$ cat src/rtl/key_pulse_gen.sv
// Push-button front end: per-key 2-flop synchroniser, debounce and press/auto-repeat
// pulse generator. Keys are active-low in, pulses and levels active-high out.
module key_pulse_gen #(
  parameter int NKEY    = 2,
  parameter int DEB_CYC = 500000,
  parameter int REP_DLY = 25000000,
  parameter int REP_PER = 5000000,
  parameter int REP_EN  = 1
) (
  input  logic            CLK,
  input  logic            RST,
  input  logic [NKEY-1:0] nKEY,
  output logic [NKEY-1:0] PULSE,
  output logic [NKEY-1:0] LEVEL
);

  localparam int DW      = $clog2(DEB_CYC + 1);
  localparam int REP_MAX = (REP_DLY > REP_PER) ? REP_DLY : REP_PER;
  localparam int RW      = $clog2(REP_MAX + 1);

  localparam logic [DW-1:0] DEB_LAST = DW'(DEB_CYC - 1);
  localparam logic [RW-1:0] DLY_LOAD = RW'(REP_DLY - 1);
  localparam logic [RW-1:0] PER_LOAD = RW'(REP_PER - 1);

  typedef enum logic [1:0] {
    IDLE,
    DLY,
    RPT,
    HELD
  } state_t;

  generate
    for (genvar gi = 0; gi < NKEY; gi++) begin : g_key
      logic          s1_reg;
      logic          s2_reg;
      logic [DW-1:0] deb_cnt_reg;
      logic          level_reg;
      logic          mismatch;
      logic          toggle;
      logic          rise;
      logic          fall;
      state_t        state_reg;
      state_t        state_next;
      logic [RW-1:0] rep_cnt_reg;
      logic [RW-1:0] rep_cnt_next;
      logic          pulse_reg;
      logic          pulse_next;

      // s2 is active-low, so the pressed state ~s2 disagrees with level when s2 == level.
      assign mismatch = (s2_reg == level_reg);
      assign toggle   = mismatch && (deb_cnt_reg == DEB_LAST);
      assign rise     = toggle && !level_reg;
      assign fall     = toggle && level_reg;

      always_ff @(posedge CLK or posedge RST) begin
        if (RST) begin
          s1_reg      <= 1'b1;
          s2_reg      <= 1'b1;
          deb_cnt_reg <= '0;
          level_reg   <= 1'b0;
        end else begin
          s1_reg <= nKEY[gi];
          s2_reg <= s1_reg;
          if (!mismatch) begin
            deb_cnt_reg <= '0;
          end else if (toggle) begin
            deb_cnt_reg <= '0;
            level_reg   <= ~level_reg;
          end else begin
            deb_cnt_reg <= deb_cnt_reg + 1'b1;
          end
        end
      end

      always_ff @(posedge CLK or posedge RST) begin
        if (RST) begin
          state_reg   <= IDLE;
          rep_cnt_reg <= '0;
          pulse_reg   <= 1'b0;
        end else begin
          state_reg   <= state_next;
          rep_cnt_reg <= rep_cnt_next;
          pulse_reg   <= pulse_next;
        end
      end

      // The FSM reacts to the debounce toggle in the same edge LEVEL changes, so the
      // first pulse lines up with LEVEL rising and release suppresses a coincident repeat.
      always_comb begin
        state_next   = state_reg;
        rep_cnt_next = rep_cnt_reg;
        pulse_next   = 1'b0;
        if (fall) begin
          state_next   = IDLE;
          rep_cnt_next = '0;
        end else begin
          case (state_reg)
            IDLE: begin
              if (rise) begin
                pulse_next   = 1'b1;
                rep_cnt_next = DLY_LOAD;
                state_next   = (REP_EN != 0) ? DLY : HELD;
              end
            end
            DLY, RPT: begin
              if (rep_cnt_reg == '0) begin
                pulse_next   = 1'b1;
                rep_cnt_next = PER_LOAD;
                state_next   = RPT;
              end else begin
                rep_cnt_next = rep_cnt_reg - 1'b1;
              end
            end
            HELD: begin
              rep_cnt_next = '0;
            end
            default: begin
              state_next   = IDLE;
              rep_cnt_next = '0;
            end
          endcase
        end
      end

      assign PULSE[gi] = pulse_reg;
      assign LEVEL[gi] = level_reg;
    end
  endgenerate

endmodule
$ cat config.mk
export PLATFORM = sky130hd
export DESIGN_NAME = key_pulse_gen
export DESIGN_NICKNAME = d
export VERILOG_FILES = /design/src/rtl/key_pulse_gen.sv
export SDC_FILE = /design/constraint.sdc
export NUM_CORES = 1
export LEC_CHECK = 0
export ABC_AREA = 1
export BUFFER_PORTS_ARGS = -buffer_cell sky130_fd_sc_hd__buf_2
export CAP_MARGIN = 20
export CELL_PAD_IN_SITES_DETAIL_PLACEMENT = 0
export CELL_PAD_IN_SITES_GLOBAL_PLACEMENT = 1
export CORE_UTILIZATION = 24
export DETAILED_ROUTE_END_ITERATION = 10
export PLACE_DENSITY = 0.48
export SLEW_MARGIN = 20
export SYNTH_ARGS = -nofsm -noshare
export SYNTH_HDL_FRONTEND = slang
export SYNTH_SLANG_ARGS = --single-unit
$ cat constraint.sdc
create_clock -name CLK -period 3 [get_ports CLK]
set_input_delay 0.15 -clock CLK [delete_from_list [all_inputs] [get_ports CLK]]
set_output_delay 0.15 -clock CLK [all_outputs]
set_load 0.005 [all_outputs]
# Yosys cells after proc, flatten, opt, wreduce, memory -nomap -nowiden
# Index checks and enable logic that the tools add are counted.
# Widths: inputs -> output; s select.
totals:
  out_inout_bits: 4
  elab_cells: 82
  reg_bits: 100
classes:
  n_addsub: 4
  eq_ne: 14
  n_bitwise: 2
  reduce_logical: 20
  n_mux: 28
op_table:
  columns: ["operator", "n"]
  rows:
  - ["$mux 25", 6]
  - ["$pmux 25 s3", 2]
  - ["$mux 19", 4]
  - ["$logic_not 25->1", 2]
  - ["$sub 25x1->25 const B", 2]
  - ["$add 19x1->19 const B", 2]
  - ["$eq 19x19->1 const B", 2]
  - ["$mux 2", 6]
  - ["$ne 3x3->1 const B", 4]
  - ["$eq 2x2->1 const B", 4]
  - ["$pmux 2 s2", 2]
  - ["$logic_and 1x1->1", 6]
  - ["$mux 1", 6]
  - ["$reduce_and 3->1", 2]
  - ["$reduce_bool 3->1", 2]
  - ["$eq 2x1->1 const B", 2]
  - ["$logic_not 2->1", 2]
  - ["$pmux 1 s2", 2]
  - ["$reduce_and 2->1", 2]
  - ["$reduce_or 2->1", 2]
  - ["$eq 1x1->1", 2]
  - ["$logic_not 1->1", 2]
  - ["$not 1->1", 2]

# Depth between registers and ports, before layout
# Gate-level depths: netlist of the first run.
depth:
  word_depth: 6
  mapped_depth: 12

# Worst setup path after synthesis of the first run
# No wires, ideal clock.
synth_path:
  path_kind: "register -> register"
  from: "register g_key[1].state_reg[0]"
  to: "register g_key[1].rep_cnt_reg[12]"
  period_less_slack_ns: 1.646
  path_stages_with_launch: 10
  path_buffers: 2
  path_slack_ns: 1.354
  arrival_time_ns: 1.581
  cell_sequence: "dfrtp_1 -> inv_1 -> ha_1 -> clkbuf_1 -> inv_1 -> clkbuf_1 -> nor2_1 -> nor2_2 -> nand2_1 -> nand2_1"
synth_between:
  elab_chain_len: 4
  word_cells_on_any_way: 8
  classes_between: "4 x eq/ne; 2 x mux; 2 x reduce/logical"
synth_lines:
  columns: ["item", "line", "rtl"]
  rows:
  - ["start, declared", "42", "state_t state_reg;"]
  - ["start signal, assigned", "81", "state_reg <= state_next;"]
  - ["$eq 2x1->1 / $eq 2x2->1 (equally long branches)", "97", "case (state_reg)"]
  - ["$reduce_or 2->1", "97", null]
  - ["$pmux 25 s3", "97", null]
  - ["$mux 25", "93", "if (fall) begin"]
  - ["end signal, assigned", "82", "rep_cnt_reg <= rep_cnt_next;"]
  - ["end, declared", "44", "logic [RW-1:0] rep_cnt_reg;"]
# Parallel ways exist; a longest one is shown, timed or not.
# A chain may end at the register's enable or synchronous reset.

# Worst setup path after layout of the first run
layout_path:
  from: "register g_key[0].state_reg[0]"
  to: "register g_key[0].rep_cnt_reg[20]"
layout_between:
  elab_chain_len: 4
  word_cells_on_any_way: 8
  classes_between: "4 x eq/ne; 2 x mux; 2 x reduce/logical"
layout_lines:
  columns: ["item", "line"]
  rows:
  - ["start, declared", "42"]
  - ["start signal, assigned", "81"]
  - ["$eq 2x1->1 / $eq 2x2->1 (equally long branches)", "97"]
  - ["$reduce_or 2->1", "97"]
  - ["$pmux 25 s3", "97"]
  - ["$mux 25", "93"]
  - ["end signal, assigned", "82"]
  - ["end, declared", "44"]
# Parallel ways exist; a longest one is shown, timed or not.

==> results.tsv, run 1 <==
stage	metric	value	unit
route	drt first pass iters	4	
cts	Clock Latency Late Sink	360	ps
sta	RSZ-0062 raised after global routing	no	
global_routing	All-Layer GR Usage	14.0	%
min_path	Hold Path Class	in2async	
cts	post-CTS setup buffer count	0	
setup_path	most frequent CP cell	nand2_1	
power_and_ir_drop	clock power share	48.3	%
route	# DRC	0	
route	Avg Vias per Cell	4.44	
placement	Final GP Congestion	0.781	
power_and_ir_drop	leakage power	3.42	nW
setup_path	Crit path max-delay family	simple AND/OR/NAND/NOR gates	
power_and_ir_drop	Comb pwr share	2.3	%
power_and_ir_drop	Int Power	2.13	mW
sta	Period minus WS final	2350	ps
sta	setup violators final	0	
setup_path	critical path type	reg2reg	
synth	Synth Area per Inst	7.30	µm²
synth	Yosys top cell area share	38.2	%
global_routing	total grt overflow	0	
status	status	complete, no violations	
setup_path	critical path's largest stage delay	550	ps
setup_path	Worst Setup SP	g_key[0].state_reg[0]	
route	total number of vias	5327	
cells_and_area	Util after Layout	27.6	%
setup_path	CP max FO	11	
job	number of max-cap violations	0	
power_and_ir_drop	Flop pwr share	49.5	%
die	standard-cell rows	58	
synth	top cells by area, synth	dfrtp_1 (38%), nand2_1 (12%), nor2_1 (9.0%)	
die	core box area	25400	µm²
cells_and_area	Final nets	879	
synth	Synth area leader	dfrtp_1	
global_routing	vias in the first global route	5487	
sta	Final Cycle Share	78.2	%
die	total die area	26800	µm²
global_routing	GRT Max-Usage Layer	met2	
synth	top-count cell post-synth	nand2_1	
cts	H-Tree Level Count	3	
power_and_ir_drop	Sw Ratio	22.7	%
placement	placed cell count	1182	
setup_path	Critical Path, Cell by Cell	inv_1 > ha_1 > clkinv_1 > nand2_1 > nand3_4 > nor2_4 > nand2_1 > nand2_1	
power_and_ir_drop	peak supply drop	0.203	mV
route	wire length per cell	14.2	µm
synth	Post-Syn Nets	874	
sta	hold violation total from the final report	0	
die	initial core utilization	24.7	%
sta	max-slew violation count	0	
setup_path	CP arrival	2630	ps
cells_and_area	synth-to-layout area growth	11.4	%
cts	Clock transition at path regs	80	ps
sta	final setup TNS	0	ps
synth	Syn Inst Count	861	
sta	Worst slew margin	58.8	%
setup_path	critical path's slowest cell	ha_1	
route	antenna viol nets, final	0	
global_routing	met3 Use GR	2.12	%
cells_and_area	Filler Cells Inserted	2849	
setup_path	Worst EP required	3290	ps
global_routing	global-route wire length before repair	29.3	mm
setup_path	CP Buf/Inv Count	2	
synth	fraction of registers with async set/reset	100	%
synth	library cells used by synthesis	40	
sta	Worst Max-Slew Pin Slew	618	ps
global_routing	GR Layer Usage met1	18.9	%
power_and_ir_drop	pwr dens	394	nW/µm²
placement	worst slack, placed	678	ps
route	wirelength, routed	17.0	mm
global_routing	met2 GRT Util	23.1	%
cells_and_area	max reg flops	50	
sta	f_max	0.426	GHz
synth	top_reg_cell synth	dfrtp_1	
setup_path	Setup crit start kind	flop	
cts	CTS max path bufs	2	
synth	Post-Syn Area	6280	µm²
route	initial DRC count	297	
setup_path	Worst R2R Start	g_key[0].state_reg[0]	
placement	DP HPWL	12.5	mm
cts	CTS root buffer	clkbuf_16	
synth	flop and latch count out of synthesis	100	
cells_and_area	Ant. Diodes	0	
cts	CTS-repair resized insts	0	
die	die height	164	µm
synth	warnings from Yosys	0	
cells_and_area	share of layout cells above drive strength 1	11.0	%
placement	IO buf count	7	
global_routing	largest net degree at the start of global routing	71	
cells_and_area	Non-Filler Instances	1201	
synth	register area share after synthesis	39.9	%
setup_path	CP endpoint kind	flop	
die	number of I/O pins	8	
die	Die W	164	µm
synth	Commonest cells post-synth	nand2_1 (194), nor2_1 (150), inv_1 (97)	
power_and_ir_drop	switching power	625	µW
synth	EDFF count, synth	0	
sta	hold slack	345	ps
cts	TritonCTS clock tree	done	
cts	cts bufs inserted	9	
global_routing	antenna violations before repair	0	
sta	Clock Skews	12.0	ps
cts	clock sink total	100	
sta	final worst slack	655	ps
path summary, 6_finish.rpt:
path	to	slack (ps)	depth (start not counted)
worst max-delay path	g_key[0].rep_cnt_reg[20]	650	8
worst min-delay path	g_key[1].rep_cnt_reg[10]	340	3
worst max register to register	g_key[0].rep_cnt_reg[20]	650	8
worst min register to register	g_key[1].s2_reg	360	0
max in group asynchronous	g_key[0].s2_reg	1900	4
min in group CLK	g_key[1].s2_reg	360	0
cells in the final DEF, fill, tap and decap left out, types with 11 or more instances in the layout:
| master | netlist | final |
|---|---|---|
| o22ai_1 | 11 | 11 |
| nand2_1 | 194 | 194 |
| nor3_1 | 25 | 25 |
| inv_2 | 12 | 12 |
| nand4_1 | 21 | 21 |
| dfrtp_1 | 96 | 96 |
| inv_1 | 97 | 96 |
| o21ai_0 | 18 | 18 |
| nand3_1 | 78 | 78 |
| a21oi_1 | 22 | 22 |
| xor2_1 | 29 | 29 |
| nor2_1 | 150 | 150 |
layout make-up:
class	count	area, µm²	share of cell area [%]
Clock buffer	11	243	3.47
Inverter	112	430	6.15
Tap cell	330	413	5.90
Sequential cell	100	2510	35.8
Multi-Input combinational cell	630	3220	46.0
Clock inverter	5	82.6	1.18
Timing Repair Buffer	13	100	1.43
what timing repair did:
action	in CTS	in global routing
setup endpoints to repair	0	0
endpoints found under the hold margin	30	0
hold buffers	3	0
per-layer routing:
| metal | vias to the layer above | wire length, µm |
|---|---|---|
| met3 | 11 | 293 |
| met2 | 39 | 7820 |
| met1 | 2514 | 8710 |
| met5 | - | 0 |
| li1 | 2763 | - |
| met4 | 0 | 205 |
cell families (layout without fill, tap and decap cells):
group,Yosys count,count (layout),share of synthesized area (%)
flip-flops,100,100,39.9
buffers and inverters,131,141,8.78
AND/OR/NAND/NOR,514,514,37.4
AO/OA/AOI/OAI,74,74,7.55
XOR/XNOR,33,33,4.60
adder cells (fa/ha/maj),9,9,1.79
power groups by stage:
stage / Sequential [mW] / Clock, mW / Combinational [mW]
after global routing: 1.37 / 1.44 / 0.0761
final: 1.36 / 1.33 / 0.0632
after global placement: 1.39 / 0 / 0.0658
after CTS: 1.36 / 1.40 / 0.0684
after detailed placement: 1.39 / 0 / 0.0654
after floorplan: 1.39 / 0 / 0.0411
worst register-to-register path, cell delays in order (launching register included):
cell and delay [ps]:
dfrtp_1 370, inv_1 70, ha_1 550, clkinv_1 440, nand2_1 230, nand3_4 260, nor2_4 230, nand2_1 80
nand2_1 60
through the flow:
| stage | power [mW] | instance area, µm² |
|---|---|---|
| 2_1_floorplan | 1.43 | 6280 |
| 3_3_place_gp | 1.46 | 6640 |
| 3_5_place_dp | 1.46 | 6640 |
| 4_1_cts | 2.83 | 7000 |
| 5_1_grt | 2.88 | 7000 |
| 6_report | 2.76 | 7000 |
No activity file was read; power rests on OpenSTA's default activity.
==> run 2: changes to the inputs <==
==> constraint.sdc (replaced) <==
create_clock -name CLK -period 2.38 [get_ports CLK]
set_input_delay 0.119 -clock CLK [delete_from_list [all_inputs] [get_ports CLK]]
set_output_delay 0.119 -clock CLK [all_outputs]
set_load 0.005 [all_outputs]
==> run 2 against run 1 <==
Against the previous run: clock power grew 18%; critical path depth grew 4; combinational power grew 41%; count of clock-buffer cells in the layout is the same; final cell count grew 1.3%; critical endpoint is now g_key[0].rep_cnt_reg[15]; largest cell class unchanged.
==> results.tsv, run 2 (synthesis results as in run 1) <==
stage	metric	value	unit	change
min_path	Hold Path Class	reg2reg		
cts	Clock Latency Late Sink	360	ps	about the same
cts	CTS max path bufs	2		unchanged
placement	placed cell count	1198		+1.4%
cts	post-CTS setup buffer count	0		unchanged
cts	TritonCTS clock tree	done		
setup_path	CP arrival	2350	ps	-280 ps
sta	Worst Max-Slew Pin Slew	757	ps	+140 ps
cells_and_area	Non-Filler Instances	1217		+1.3%
cts	cts bufs inserted	9		unchanged
setup_path	Critical Path, Cell by Cell	ha_1 > nand2_1 > inv_2 > nand2_4 > nor2_4 > nand2_4 > nand2_4 > buf_4 > nand2_1 > nand2_1 > nand2_1 > a21oi_1		
cells_and_area	Ant. Diodes	0		unchanged
setup_path	CP endpoint kind	flop		
sta	f_max	0.484	GHz	+14%
min_path	HP Start	g_key[0].s1_reg		
die	initial core utilization	24.7	%	unchanged
cts	Clock transition at path regs	80	ps	about the same
setup_path	CP Buf/Inv Count	2		unchanged
sta	Clock Skews	11.2	ps	-0.791 ps
sta	RSZ-0062 raised after global routing	no		
cells_and_area	Util after Layout	28.0	%	+0.44 points
die	die height	164	µm	unchanged
route	antenna viol nets, final	0		unchanged
setup_path	Worst path depth	12		+4
sta	final setup TNS	0	ps	unchanged
global_routing	vias in the first global route	5464		-0.42%
cts	CTS-repair resized insts	0		unchanged
sta	final worst slack	315	ps	-340 ps
power_and_ir_drop	pwr dens	475	nW/µm²	+21%
cells_and_area	commonest non-fill, non-tap cell in the layout	nand2_1		
global_routing	largest net degree at the start of global routing	33		-54%
setup_path	Worst Setup SP	g_key[0].deb_cnt_reg[0]		
setup_path	Worst EP required	2660	ps	-630 ps
setup_path	CP max FO	23		+12
cells_and_area	Final nets	895		+1.8%
die	core box area	25400	µm²	unchanged
route	initial DRC count	302		+1.7%
sta	Worst slew margin	49.4	%	-9.4 points
setup_path	crit path capture	g_key[0].rep_cnt_reg[15]		
setup_path	most frequent CP cell	nand2_1		
die	total die area	26800	µm²	unchanged
setup_path	Crit path max-delay family	simple AND/OR/NAND/NOR gates		
route	wire length per cell	14.3	µm	+0.60%
cts	CTS root buffer	clkbuf_16		
sta	Period minus WS final	2070	ps	-280 ps
placement	worst slack, placed	317	ps	-360 ps
setup_path	Worst R2R Start	g_key[0].deb_cnt_reg[0]		
sta	max-slew violation count	0		unchanged
route	Avg Vias per Cell	4.39		-1.1%
die	number of I/O pins	8		unchanged
setup_path	worst r2r path cells	12		+4
cts	hold-fix buffers at CTS	3		unchanged
route	total number of vias	5340		+0.24%
sta	setup violators final	0		unchanged
setup_path	critical path's slowest cell	dfrtp_1		
setup_path	critical path type	reg2reg		
power_and_ir_drop	leakage power	3.49	nW	+1.8%
status	status	complete, no violations		
route	# DRC	0		unchanged
die	Die W	164	µm	unchanged
placement	DP HPWL	13.0	mm	+4.1%
setup_path	FF-to-FF setup slack	310	ps	-340 ps
route	drt first pass iters	4		unchanged
global_routing	total grt overflow	0		unchanged
global_routing	All-Layer GR Usage	14.0	%	+0.072 points
placement	IO buf count	7		unchanged
sta	hold violation total from the final report	0		unchanged
cells_and_area	max reg flops	50		unchanged
cells_and_area	most frequent cells in the layout	nand2_1 (194), nor2_1 (150), inv_1 (96), dfrtp_1 (96), nand3_1 (78)		
route	wirelength, routed	17.4	mm	+1.9%
power_and_ir_drop	peak supply drop	0.276	mV	+36%
global_routing	antenna violations before repair	0		unchanged
power_and_ir_drop	Pwr Total	3.38	mW	+22%
cts	H-Tree Level Count	3		unchanged
die	standard-cell rows	58		unchanged
placement	Final GP Congestion	0.725		-7.2%
setup_path	critical path's largest stage delay	410	ps	-140 ps
cts	clock sink total	100		unchanged
job	number of max-cap violations	0		unchanged
setup_path	Setup crit start kind	flop		
cells_and_area	share of layout cells above drive strength 1	12.6	%	+1.6 points
setup_path	Crit Reg-Reg Endpoint	g_key[0].rep_cnt_reg[15]		
sta	Final Cycle Share	86.8	%	+8.6 points
global_routing	global-route wire length before repair	29.2	mm	-0.30%
cells_and_area	synth-to-layout area growth	13.2	%	
-- run 2: cell types whose count changed in the layout (fill, tap and decap cells not counted) --
cell,previous run,this run
clkinv_4,0,1
inv_6,2,1
buf_12,1,2
clkinvlp_4,0,2
buf_4,2,17
bufinv_16,2,1
inv_4,1,0
-- run 2: power by group --
group | internal, mW | switching, mW | leakage (nW) | total [mW]
Sequential | 1.71 | 0.00898 | 1.38 | 1.72
Combinational | 0.0248 | 0.0642 | 1.96 | 0.0890
Clock | 0.851 | 0.719 | 0.146 | 1.57
-- run 2: metal layers --
layer | share of wire, % | vias up | track usage, %
met5 | 0 | - | 0
met4 | 1.2 | 0 | 3.62
met3 | 2.0 | 11 | 2.22
met2 | 46 | 51 | 23.2
met1 | 51 | 2483 | 18.9
li1 | - | 2795 | -
-- run 2: per-stage QoR --
step / hold slack, ps / area [µm²]
2_1_floorplan: 123 / 6290
3_3_place_gp: 225 / 6780
3_5_place_dp: 228 / 6780
4_1_cts: 359 / 7110
5_1_grt: 366 / 7110
6_report: 357 / 7110
-- run 2: worst min path at each step --
stage | end | depth (start not counted) | slack [ps]
after floorplan | g_key[0].s1_reg | 0 | 120
after global placement | g_key[0].s1_reg | 1 | 230
after detailed placement | g_key[0].s1_reg | 1 | 230
after CTS | g_key[0].s2_reg | 0 | 360
after global routing | g_key[1].s2_reg | 0 | 370
final | g_key[0].s2_reg | 0 | 360
-- run 2: area by class of cell --
cell class	count	area (µm²)
Clock buffer	11	243
Timing Repair Buffer	29	233
Multi-Input combinational cell	630	3220
Inverter	112	432
Fill cell	2834	18300
Tap cell	330	413
Clock inverter	5	60.1
Sequential cell	100	2510
